==> config.mk <==
export PLATFORM = sky130hd
export DESIGN_NAME = serial_addsub
export DESIGN_NICKNAME = d
export VERILOG_FILES = /design/src/rtl/addsub_pkg.sv /design/src/rtl/full_adder.sv /design/src/rtl/serial_addsub.sv
export SDC_FILE = /design/constraint.sdc
export NUM_CORES = 1
export LEC_CHECK = 0
export CORE_MARGIN = 4
export CORE_UTILIZATION = 47
export CTS_BUF_LIST = sky130_fd_sc_hd__clkbuf_8
export DETAILED_ROUTE_END_ITERATION = 16
export PLACE_DENSITY_LB_ADDON = 0.12
export RECOVER_POWER = 100
export SYNTH_ARGS = -nofsm -noshare
export SYNTH_HDL_FRONTEND = slang
export SYNTH_HIERARCHICAL = 1
export SYNTH_SLANG_ARGS = --single-unit
export TNS_END_PERCENT = 30
==> constraint.sdc <==
create_clock -name clk -period 1.5 [get_ports clk]
set_input_delay 0.15 -clock clk [delete_from_list [all_inputs] [get_ports clk]]
set_output_delay 0.15 -clock clk [all_outputs]
set_load 0.01 [all_outputs]
==> src/rtl/addsub_pkg.sv <==
// Shared definitions for the bit-serial adder/subtractor: FSM state encoding
// and the counter-width helper.
package addsub_pkg;

    typedef enum logic [1:0] {
        IDLE = 2'd0,
        RUN  = 2'd1,
        DONE = 2'd2
    } state_e;

    // Ceiling log2, evaluated at elaboration time to size the bit counter.
    function automatic int clog2(input int n);
        int r;
        int v;
        r = 0;
        v = n - 1;
        while (v > 0) begin
            r++;
            v = v >> 1;
        end
        return r;
    endfunction

endpackage

==> src/rtl/full_adder.sv <==
// Single-bit full adder; the only arithmetic cell used by serial_addsub.
module full_adder (
    input  logic a,
    input  logic b,
    input  logic cin,
    output logic s,
    output logic cout
);

    assign s    = a ^ b ^ cin;
    assign cout = (a & b) | (cin & (a ^ b));

endmodule

==> src/rtl/serial_addsub.sv <==
// Bit-serial N-bit adder/subtractor: one full-adder cell processes a single
// bit per clock, LSB first, and a one-cycle done pulse marks the valid result.
module serial_addsub
    import addsub_pkg::*;
#(
    parameter int N = 8
) (
    input  logic         clk,
    input  logic         rst,
    input  logic         start,
    input  logic         sub,
    input  logic [N-1:0] a,
    input  logic [N-1:0] b,
    output logic         busy,
    output logic         done,
    output logic [N-1:0] result,
    output logic         cout,
    output logic         ovf
);

    localparam int CW = (N > 1) ? clog2(N) : 1;

    state_e         state_q, state_d;
    logic [N-1:0]   opa_q, opa_d;
    logic [N-1:0]   opb_q, opb_d;
    logic [N-1:0]   res_q, res_d;
    logic           carry_q, carry_d;
    logic           cout_q, cout_d;
    logic           ovf_q, ovf_d;
    logic [CW-1:0]  cnt_q, cnt_d;
    logic           fa_s, fa_c;

    full_adder u_fa (
        .a    (opa_q[0]),
        .b    (opb_q[0]),
        .cin  (carry_q),
        .s    (fa_s),
        .cout (fa_c)
    );

    // NOTE: every signal gets its hold value first, so no path through the
    // case leaves one unassigned and no latch is inferred.
    always_comb begin
        state_d = state_q;
        opa_d   = opa_q;
        opb_d   = opb_q;
        res_d   = res_q;
        carry_d = carry_q;
        cout_d  = cout_q;
        ovf_d   = ovf_q;
        cnt_d   = cnt_q;

        case (state_q)
            IDLE: begin
                if (start) begin
                    opa_d   = a;
                    // Subtraction is a + ~b + 1: invert b and seed the carry.
                    opb_d   = sub ? ~b : b;
                    carry_d = sub;
                    cnt_d   = '0;
                    state_d = RUN;
                end
            end
            RUN: begin
                opa_d        = opa_q >> 1;
                opb_d        = opb_q >> 1;
                res_d        = res_q >> 1;
                res_d[N-1]   = fa_s;
                carry_d      = fa_c;
                cnt_d        = cnt_q + CW'(1);
                if (cnt_q == CW'(N - 1)) begin
                    // carry_q is the carry into the MSB on this last bit.
                    cout_d  = fa_c;
                    ovf_d   = fa_c ^ carry_q;
                    state_d = DONE;
                end
            end
            DONE: begin
                state_d = IDLE;
            end
            default: begin
                state_d = IDLE;
            end
        endcase
    end

    // NOTE: state registers use non-blocking assignments so every flop
    // samples its pre-edge value, independent of statement order.
    always_ff @(posedge clk or posedge rst) begin
        if (rst) begin
            state_q <= IDLE;
            opa_q   <= '0;
            opb_q   <= '0;
            res_q   <= '0;
            carry_q <= 1'b0;
            cout_q  <= 1'b0;
            ovf_q   <= 1'b0;
            cnt_q   <= '0;
        end else begin
            state_q <= state_d;
            opa_q   <= opa_d;
            opb_q   <= opb_d;
            res_q   <= res_d;
            carry_q <= carry_d;
            cout_q  <= cout_d;
            ovf_q   <= ovf_d;
            cnt_q   <= cnt_d;
        end
    end

    assign busy   = (state_q == RUN);
    assign done   = (state_q == DONE);
    assign result = res_q;
    assign cout   = cout_q;
    assign ovf    = ovf_q;

endmodule

==> flow_summary.json <==
{
  "buffer_ports.inserted": 31,
  "status": "finished, final reports clean",
  "rows": 19,
  "power.static_leakage_nw": 0.9161,
  "async_reset_ff_share_pct": 100.0,
  "finalInstanceArea_mm2": 0.001937,
  "dpl.hpwl_mm": 1.960,
  "max-vdd-ir-drop_uv": 1022,
  "final_critical_path_setup_slack_ps": 58.92,
  "critical_path.slowest_cell": "sky130_fd_sc_hd__dlygate4sd3_1",
  "io_pins": 32,
  "cts.root.buffer_cell": "sky130_fd_sc_hd__clkbuf_8",
  "dpl-instance-area_mm2": 0.001829,
  "grt.overflow.total": 0,
  "die-height_um": 63.52,
  "cts_sinks": 32,
  "synth_most_common_cell": "sky130_fd_sc_hd__dfrtp_1",
  "via_count_of_the_routed_design": 1049,
  "maximum_number_of_pins_on_one_net_before_global_route_repair": 33,
  "post_drt_wl_per_cell_um": 14.52,
  "criticalPathCategory": "reg -> out",
  "initial_utilization_pct": 50.79,
  "dominant_cells_by_area_after_synthesis": "sky130_fd_sc_hd__dfrtp_1 55%, sky130_fd_sc_hd__mux2_2 8.5%, sky130_fd_sc_hd__xor2_1 5.4%, sky130_fd_sc_hd__a221o_1 4.8%, sky130_fd_sc_hd__a22oi_1 4.1%",
  "syn_area_per_cell_um2": 12.38,
  "dieArea_mm2": 0.004035,
  "synth_cell_type_count": 23,
  "initial_antenna_violation_count": 0,
  "ys_warn_count": 6,
  "maxSlewHeadroom_pct": 47.89,
  "grt_pass1_wl_mm": 4.719,
  "setup_ws_pre_cts_ps": -144.2,
  "ctsLongestPathBuffers": 2,
  "post_cts_hold_buffer_count": 0,
  "netlist.top_cell.by_area": "sky130_fd_sc_hd__dfrtp_1",
  "timing.clock.skew_ps": 9.282,
  "gp_congestion": 0.7805,
  "powerDensity_mw_per_mm2": 1906,
  "drt_wl_total_mm": 2.758,
  "final_layout_size_suffix_gt1_share_pct": 20.13,
  "drc": 0,
  "post-route-min-period_ps": 1441,
  "drv_cap": 0,
  "commonest_cells_in_the_synthesized_netlist": "32 x sky130_fd_sc_hd__dfrtp_1, 11 x sky130_fd_sc_hd__mux2_2, 9 x sky130_fd_sc_hd__nand2_1, 9 x sky130_fd_sc_hd__xor2_1",
  "tightest_slew_ps": 781.7,
  "critPathBufInv": 1,
  "cts.htree.levels": 2,
  "cts_buffers": 5,
  "timing_hold_violations_final": 0,
  "synth_nets": 140,
  "worstPathMaxFanout": 3,
  "core_region_area_mm2": 0.002853,
  "type_of_element_launching_the_critical_path": "register",
  "dr_iter_0_viols": 10,
  "setup.worst_path.end_class": "output port",
  "synth_ff_type": "sky130_fd_sc_hd__dfrtp_1",
  "critical_path.cell_chain": "dlygate4sd3_1",
  "drt_first_pass_iters": 4,
  "hold_class": "reg -> reg",
  "antenna_cells": 0,
  "post_synth_edffs": 0,
  "clk_pin_slew_worst_paths_ps": 70,
  "report.final.slew_viol_count": 0,
  "crit_required_ps": 1350,
  "num-fill-cells": 242,
  "number_of_global_route_vias_before_repair": 1084,
  "setup_viol_count_final": 0,
  "worst_path_dominant_cell_family": "buffers and inverters",
  "netlist.area_leader.share_pct": 55.27,
  "fmaxAchievable_ghz": 0.6939,
  "hold_ws_ps": 481.7,
  "vias_per_cell": 5.521,
  "fp.dieW_um": 63.52,
  "area_growth_pct": 33.68,
  "critical-path-max-stage-delay_ps": 610,
  "critical_path_arrival_ps": 1290,
  "worst_skew_pair.late_latency_ps": 280,
  "synth_seq_cells": 32,
  "tritoncts": "done",
  "reg2reg_slack_ps": 70,
  "grt_setup_unrepaired": "false",
  "synth_seq_area_share_pct": 55.27,
  "final_net_count": 181,
  "drtAntennaViolNets": 0,
  "syn_inst": 117,
  "timing.final.crit_share_pct": 96.07,
  "post_cts.repair.setup_buffers": 0,
  "syn_area_mm2": 0.001449,
  "groute.usage.overall_pct": 15.12
}
routing by layer:
| metal | vias to the layer above | share of wire (%) | track usage, % |
|---|---|---|---|
| met4 | 0 | 2.3 | 7.278 |
| met2 | 43 | 48 | 25.42 |
| met1 | 496 | 43 | 17.06 |
| li1 | 502 | - | - |
| met3 | 8 | 6.8 | 5.151 |
| met5 | - | 0 | 0 |
flip-flops by register name (all words and copies together) (netlist names):
signal / cells
opb_q: 8
ovf: 1
state_q: 2
opa_q: 8
cnt_q: 3
cout: 1
carry_q: 1
result: 8
final cells by class:
class | count | area [um^2] | area share [%]
repair buffers | 42 | 385.4 | 19.90
multi-input cells | 74 | 593.1 | 30.62
well taps | 31 | 38.79 | 2.003
flip-flops and latches | 32 | 800.8 | 41.34
inverters | 3 | 11.26 | 0.5814
clock buffers | 5 | 68.82 | 3.553
clock inverters | 3 | 38.79 | 2.003
path summary, 6_finish.rpt:
kind                       startpoint         to  cells past startpoint
min reg2reg                  opa_q[5]   opa_q[5]                      2
min in group asynchronous         rst    carry_q                      3
min                          opa_q[5]   opa_q[5]                      2
max reg2reg                  opa_q[0]        ovf                      3
max                         result[5]  result[5]                      1
max in group asynchronous         rst   opa_q[5]                      3
cell usage in the layout (no fill, tap or decap), types with 5 or more instances in the layout:
master and n:
sky130_fd_sc_hd__and3_1 7, sky130_fd_sc_hd__clkbuf_8 5, sky130_fd_sc_hd__dfrtp_1 32, sky130_fd_sc_hd__mux2_2 11
sky130_fd_sc_hd__clkdlybuf4s50_1 18, sky130_fd_sc_hd__xor2_1 9, sky130_fd_sc_hd__a221o_1 7, sky130_fd_sc_hd__a22oi_1 8
sky130_fd_sc_hd__nand2_1 9, sky130_fd_sc_hd__buf_4 9, sky130_fd_sc_hd__dlygate4sd3_1 11, sky130_fd_sc_hd__o21ai_0 8
power by group:
group          internal, mW  switching, mW  leakage (nW)
Combinational         0.839          0.609         0.452
Clock                 0.485          0.303        0.0593
Sequential             1.23          0.228         0.405
Total                  2.55           1.14         0.916
kinds of logic after synthesis:
family | Yosys count | share of synthesized area (%)
and+or+nand+nor | 22 | 7.945
adders and majority gates | 3 | 3.109
muxes | 11 | 8.549
xor gates and xnor gates | 9 | 5.441
AOI/OAI and AO/OA | 29 | 15.37
buffers and inverters | 11 | 4.317
DFF | 32 | 55.27
tightest hold or removal path: stages, from the launching register on:
cell                      delay [ps]
sky130_fd_sc_hd__dfrtp_1         340
sky130_fd_sc_hd__nand2_1          40
sky130_fd_sc_hd__o21ai_0          60
through the flow:
stage	power, mW	utilization [%]	TNS, ps	instances
final	3.692	67.89	0	190
after global routing	3.964	67.89	0	190
after CTS	3.777	67.81	0	190
after global placement	2.919	64.12	-226.7	182
after floorplan	2.384	-	0	117
after detailed placement	2.988	64.12	-559.5	182
what timing repair did:
item	CTS	global route
endpoints found under the setup margin	2	5
hold endpoints to repair	0	0
resized for setup	2	1
pin swaps	0	0
(Power assumes the default switching activity.)
